$ cat src/rtl/pipe_skid_stage_pkg.sv
// Shared definitions for the inter-stage pipeline register: state encoding
// and the state-to-occupancy mapping.
package pipe_skid_stage_pkg;

  // State encoding doubles as the occupancy count (0, 1 or 2 entries held).
  typedef enum logic [1:0] {
    PIPE_ST_EMPTY = 2'd0,
    PIPE_ST_ONE   = 2'd1,
    PIPE_ST_FULL  = 2'd2
  } pipe_st_e;

  localparam int PIPE_OCC_W = 2;

  // Number of bundles held in a given state.
  function automatic logic [PIPE_OCC_W-1:0] pipe_occ(input pipe_st_e st);
    logic [PIPE_OCC_W-1:0] occ;
    case (st)
      PIPE_ST_ONE:  occ = 2'd1;
      PIPE_ST_FULL: occ = 2'd2;
      default:      occ = 2'd0;
    endcase
    return occ;
  endfunction

endpackage

$ cat src/rtl/pipe_skid_stage.sv
// Inter-stage pipeline register with valid/ready handshake, optional 2-entry
// skid buffer, flush and a retire counter. The main register is always the
// head of the stage; the skid register catches the bundle accepted while the
// downstream stage stalls, so in_ready never depends on out_ready.
module pipe_skid_stage
  import pipe_skid_stage_pkg::*;
#(
  parameter int DATA_W     = 32,
  parameter int SKID_EN    = 1,
  parameter int CLR_ON_POP = 1,
  parameter int CNT_W      = 16
) (
  input  logic              clk_Pipe,
  input  logic              rst_n_Pipe,
  input  logic              flush_Pipe,
  input  logic              in_valid_Pipe,
  output logic              in_ready_Pipe,
  input  logic [DATA_W-1:0] in_data_Pipe,
  output logic              out_valid_Pipe,
  input  logic              out_ready_Pipe,
  output logic [DATA_W-1:0] out_data_Pipe,
  output logic [1:0]        occ_Pipe,
  output logic [CNT_W-1:0]  retire_cnt_Pipe
);

  localparam logic [CNT_W-1:0] CNT_ONE = {{(CNT_W-1){1'b0}}, 1'b1};

  pipe_st_e          state_reg, state_next;
  logic [DATA_W-1:0] main_reg, main_next;
  logic [DATA_W-1:0] skid_reg, skid_next;
  logic [CNT_W-1:0]  cnt_reg;
  logic              in_fire, out_fire;

  // Reset masks both handshake outputs so neither side sees a transfer.
  assign out_valid_Pipe  = rst_n_Pipe & (state_reg != PIPE_ST_EMPTY);
  assign out_data_Pipe   = main_reg;
  assign occ_Pipe        = pipe_occ(state_reg);
  assign retire_cnt_Pipe = cnt_reg;

  assign in_fire  = in_valid_Pipe & in_ready_Pipe;
  assign out_fire = out_valid_Pipe & out_ready_Pipe;

  generate
    if (SKID_EN != 0) begin : g_skid
      // Ready comes from state only: the skid slot absorbs the in-flight bundle.
      assign in_ready_Pipe = rst_n_Pipe & (state_reg != PIPE_ST_FULL);
    end else begin : g_single
      // Single entry: can accept when empty or when the head leaves this cycle.
      assign in_ready_Pipe = rst_n_Pipe & ((state_reg == PIPE_ST_EMPTY) | out_ready_Pipe);
    end
  endgenerate

  // Next-state and data-path selection; flush overrides every transition.
  always_comb begin
    state_next = state_reg;
    main_next  = main_reg;
    skid_next  = skid_reg;
    if (flush_Pipe) begin
      state_next = PIPE_ST_EMPTY;
      if (CLR_ON_POP != 0) begin
        main_next = '0;
        skid_next = '0;
      end
    end else begin
      case (state_reg)
        PIPE_ST_EMPTY: begin
          if (in_fire) begin
            state_next = PIPE_ST_ONE;
            main_next  = in_data_Pipe;
          end
        end
        PIPE_ST_ONE: begin
          if (in_fire && out_fire) begin
            main_next = in_data_Pipe;
          end else if (in_fire && (SKID_EN != 0)) begin
            state_next = PIPE_ST_FULL;
            skid_next  = in_data_Pipe;
          end else if (out_fire) begin
            state_next = PIPE_ST_EMPTY;
            if (CLR_ON_POP != 0) main_next = '0;
          end
        end
        PIPE_ST_FULL: begin
          if (out_fire) begin
            state_next = PIPE_ST_ONE;
            main_next  = skid_reg;
            if (CLR_ON_POP != 0) skid_next = '0;
          end
        end
        default: begin
          state_next = PIPE_ST_EMPTY;
        end
      endcase
    end
  end

  // State and data registers with synchronous active-low reset.
  always_ff @(posedge clk_Pipe) begin
    if (!rst_n_Pipe) begin
      state_reg <= PIPE_ST_EMPTY;
      main_reg  <= '0;
      skid_reg  <= '0;
    end else begin
      state_reg <= state_next;
      main_reg  <= main_next;
      skid_reg  <= skid_next;
    end
  end

  // Retire counter: one per output handshake, flush included, wraps naturally.
  always_ff @(posedge clk_Pipe) begin
    if (!rst_n_Pipe) begin
      cnt_reg <= '0;
    end else if (out_fire) begin
      cnt_reg <= cnt_reg + CNT_ONE;
    end
  end

endmodule

$ cat config.mk
export PLATFORM = sky130hd
export DESIGN_NAME = pipe_skid_stage
export DESIGN_NICKNAME = d
export VERILOG_FILES = /design/src/rtl/pipe_skid_stage_pkg.sv /design/src/rtl/pipe_skid_stage.sv
export SDC_FILE = /design/constraint.sdc
export NUM_CORES = 1
export LEC_CHECK = 0
export CAP_MARGIN = 10
export CORE_UTILIZATION = 45
export DETAILED_ROUTE_END_ITERATION = 12
export GPL_TIMING_DRIVEN = 0
export PLACE_DENSITY_LB_ADDON = 0.25
export SLEW_MARGIN = 15
export SYNTH_ARGS = -nofsm -noshare
export SYNTH_HDL_FRONTEND = slang
export SYNTH_SLANG_ARGS = --single-unit
$ cat constraint.sdc
create_clock -name clk_Pipe -period 1.8 [get_ports clk_Pipe]
set_input_delay 0.27 -clock clk_Pipe [delete_from_list [all_inputs] [get_ports clk_Pipe]]
set_output_delay 0.27 -clock clk_Pipe [all_outputs]
set_load 0.02 [all_outputs]
==> results.json <==
{
  "port_buffers": 88,
  "n_antenna_cell": 0,
  "finalNetCount": 560,
  "clk_transition_reported_paths_ns": 0.09,
  "post_route_wl_um": 11200,
  "synth_top_cells_by_area": "sky130_fd_sc_hd__dfxtp_1, sky130_fd_sc_hd__a211oi_2, sky130_fd_sc_hd__a21oi_1",
  "drt_drc": 0,
  "post_drt_wl_per_cell_um": 17.9,
  "post_synth_instance_area_um2": 3750,
  "synth_enable_flop_cells": 0,
  "detailroute.via_count": 3647,
  "count_of_unique_library_cells_instantiated_by_yosys": 42,
  "worstSetupEndpointType": "flop",
  "main_flop_type_after_synthesis": "sky130_fd_sc_hd__dfxtp_1",
  "cp-start-kind": "flop",
  "setup_violations": 30,
  "yosys_register_bits": 82,
  "power_density_nw_per_um2": 699,
  "most_common_library_cell_in_the_layout_ignoring_fill_and_taps": "sky130_fd_sc_hd__clkdlybuf4s50_1",
  "finalMaxSlewViolations": 0,
  "finalCritPeriodShare": 1.05,
  "cts_buffer_depth": 2,
  "root_buffer": "sky130_fd_sc_hd__clkbuf_8",
  "core_area_um2": 7890,
  "async_reset_ff_frac": 0,
  "floorplan.die.width_um": 93.3,
  "syn_avg_cell_area_um2": 9.36,
  "mostFrequentLayoutCells": "sky130_fd_sc_hd__clkdlybuf4s50_1, sky130_fd_sc_hd__dfxtp_1, sky130_fd_sc_hd__a21oi_1, sky130_fd_sc_hd__nand2_1, sky130_fd_sc_hd__nand3b_1",
  "relSlewSlack": 0.504,
  "place.gp.congestion": 0.813,
  "synth_top_cell_by_area": "sky130_fd_sc_hd__dfxtp_1",
  "crit_arrival_ns": 2.19,
  "min-delay-start": "skid_reg[10]$_SDFFE_PP0P_",
  "fmaxAchievable_mhz": 529,
  "preCtsSetupSlack_ns": -0.864,
  "worst_slew_pin_slew_ns": 0.744,
  "yosys.area_share.simple": 0.168,
  "r2r_start": "state_reg[0]$_SDFFE_PP0P_",
  "power.total_mw": 3.87,
  "fillers": 560,
  "critPathKind": "flop to flop",
  "synthAdderAreaFrac": 0.0167,
  "synth-warning-count": 0,
  "detail-route-antenna-nets": 0,
  "clock_sinks": 82,
  "grt_pass1_wl_um": 16700,
  "layout.cells.non_filler": 625,
  "setup_repair_after_global_routing_missed_its_margin": "true",
  "htreeDepth": 3,
  "route.detailed.vias_per_inst": 5.84,
  "synthMuxAreaShare": 0.0123,
  "cts_inserted_buffers": 9,
  "residual_overflow_from_global_routing": 0,
  "post_dp_cell_area_um2": 4770,
  "area_fraction_in_compound_gates_after_synthesis": 0.288,
  "reg2reg_depth": 8,
  "floorplan.initialDensity": 0.476,
  "dominant_combinational_cell_family_by_area_after_synthesis": "compound AO/OA/AOI/OAI gates",
  "count_of_endpoints_failing_hold_in_the_final_timing_report": 0,
  "area_growth_syn_to_layout_pct": 47.6,
  "timing.clock.skew_ns": 0.0102,
  "whs_endpoint": "skid_reg[10]$_SDFFE_PP0P_",
  "dp_hpwl_um": 6980,
  "critPathRequiredTime_ns": 2.10,
  "antenna_violations_before_repair": 0,
  "grt_pass1_vias": 3390,
  "syn-instance-count": 401,
  "worst_hold_path_type": "flop to flop",
  "synth_largest_type_area_fraction": 0.437,
  "violated_checks": "negative setup slack",
  "holdPathStages": 2,
  "synthXorXnorAreaFrac": 0.0210,
  "io_pins": 89,
  "grt_start_max_net_pins": 16,
  "total_die_area_um2": 8710,
  "timing.final.crit_period_ns": 1.89,
  "worst-path-max-fanout": 10,
  "regToRegSetupSlack_ns": -0.09,
  "run_status": "complete, but fails checks",
  "tritonroute_pass_1_iters": 5,
  "crit-reg2reg-capture": "out_data_Pipe[3]$_SDFFE_PP0P_",
  "synth_sequential_area_ratio": 0.437,
  "finalWorstSetupSlack_ns": -0.0901,
  "grt_use_total": 0.246,
  "maxCapViolCount": 0,
  "static-leakage-power_nw": 1.81,
  "clk-insertion-delay-late_ns": 0.37,
  "post_route_cells_drive_above_1_share": 0.281,
  "final_cell_area_um2": 5540,
  "holdBufCountCts": 0,
  "peakVddDrop_v": 0.000535,
  "die_height_um": 93.3,
  "detailedRoute.firstIterationViolations": 189,
  "syn_nets": 443,
  "rows": 32,
  "tritoncts": "yes",
  "placedCellCount": 591
}
## per-layer routing
layer	vias up	global-route usage	wire (um)
met5	-	0	0
met4	0	0.0744	157
met3	14	0.0602	704
met2	138	0.414	5630
met1	1782	0.312	4670
li1	1713	-	-
## cell families (layout without fill, tap and decap cells)
kind of cell / count (synthesis) / after routing
AND/OR/NAND/NOR: 111 / 112
flip-flops: 82 / 82
AO/OA/AOI/OAI: 147 / 147
multiplexers: 4 / 4
XOR/XNOR: 9 / 9
buffers and inverters: 43 / 164
adder cells (fa/ha/maj): 5 / 5
## worst max-delay path by stage
| stage | start | to | slack (ns) | depth (start not counted) |
|---|---|---|---|---|
| floorplan | state_reg[0]$_SDFFE_PP0P_ | retire_cnt_Pipe[12]$_SDFFE_PN0P_ | -0.01 | 7 |
| global placement | rst_n_Pipe | out_valid_Pipe | -0.85 | 6 |
| detailed placement | rst_n_Pipe | out_valid_Pipe | -0.86 | 6 |
| CTS | state_reg[1]$_SDFFE_PP0P_ | retire_cnt_Pipe[12]$_SDFFE_PN0P_ | -0.03 | 7 |
| global route | state_reg[0]$_SDFFE_PP0P_ | out_data_Pipe[9]$_SDFFE_PP0P_ | -0.16 | 8 |
| finish | state_reg[0]$_SDFFE_PP0P_ | out_data_Pipe[3]$_SDFFE_PP0P_ | -0.09 | 8 |
## Yosys cell counts (2+ instances only)
library cell	instances
sky130_fd_sc_hd__dfxtp_1	82
sky130_fd_sc_hd__a21oi_1	68
sky130_fd_sc_hd__nand2_1	36
sky130_fd_sc_hd__nand3b_1	34
sky130_fd_sc_hd__a22oi_1	32
sky130_fd_sc_hd__a211oi_2	30
sky130_fd_sc_hd__clkbuf_1	25
sky130_fd_sc_hd__nor2_1	14
sky130_fd_sc_hd__buf_2	7
sky130_fd_sc_hd__xor2_1	7
sky130_fd_sc_hd__buf_6	5
sky130_fd_sc_hd__ha_1	5
sky130_fd_sc_hd__nand4_1	5
sky130_fd_sc_hd__nand3_1	4
sky130_fd_sc_hd__and2_1	3
sky130_fd_sc_hd__inv_1	3
sky130_fd_sc_hd__o311ai_0	3
sky130_fd_sc_hd__o31ai_1	3
sky130_fd_sc_hd__o41ai_1	3
sky130_fd_sc_hd__or4_1	3
sky130_fd_sc_hd__a211oi_1	2
sky130_fd_sc_hd__and4_1	2
sky130_fd_sc_hd__mux2i_1	2
sky130_fd_sc_hd__nor2b_1	2
sky130_fd_sc_hd__o21ai_0	2
sky130_fd_sc_hd__o21ai_1	2
sky130_fd_sc_hd__xnor2_1	2
## per-stage QoR
step           utilization  TNS [ns]  hold slack [ns]
2_1_floorplan            -    -0.410            0.432
3_3_place_gp         0.604    -21.54            0.438
3_5_place_dp         0.604    -24.37            0.443
4_1_cts              0.665   -0.0682            0.454
5_1_grt              0.702     -3.74            0.467
6_report             0.702     -1.51            0.452
## area by class of cell
class,count,area (um^2),area share
Buffer,37,325,0.0587
Clock buffer,10,138,0.0248
Clock inverter,6,47.5,0.00858
Inverter,4,25.0,0.00452
Multi-Input combinational cell,277,2130,0.384
Sequential cell,82,1650,0.298
Tap cell,102,128,0.0230
Timing Repair Buffer,107,1100,0.199
## worst max-delay path: stages (launching register included)
cell,delay [ns]
sky130_fd_sc_hd__dfxtp_2,0.37
sky130_fd_sc_hd__inv_4,0.05
sky130_fd_sc_hd__ha_4,0.18
sky130_fd_sc_hd__nand3b_1,0.30
sky130_fd_sc_hd__o21ai_2,0.29
sky130_fd_sc_hd__buf_4,0.17
sky130_fd_sc_hd__buf_8,0.14
sky130_fd_sc_hd__a22oi_1,0.11
sky130_fd_sc_hd__a211oi_2,0.21
## power by group
| part | internal (mW) | total (mW) | switching (mW) |
|---|---|---|---|
| logic | 0.361 | 0.725 | 0.363 |
| registers | 1.85 | 1.87 | 0.0264 |
| clock network | 0.553 | 1.27 | 0.719 |
| total | 2.76 | 3.87 | 1.11 |
## repair_timing
action,CTS,global route
pin swaps,4,34
gates cloned,1,3
setup endpoints to repair,76,70
setup buffers,11,5
gates resized for setup,67,65
No activity file was read; power rests on OpenSTA's default activity.
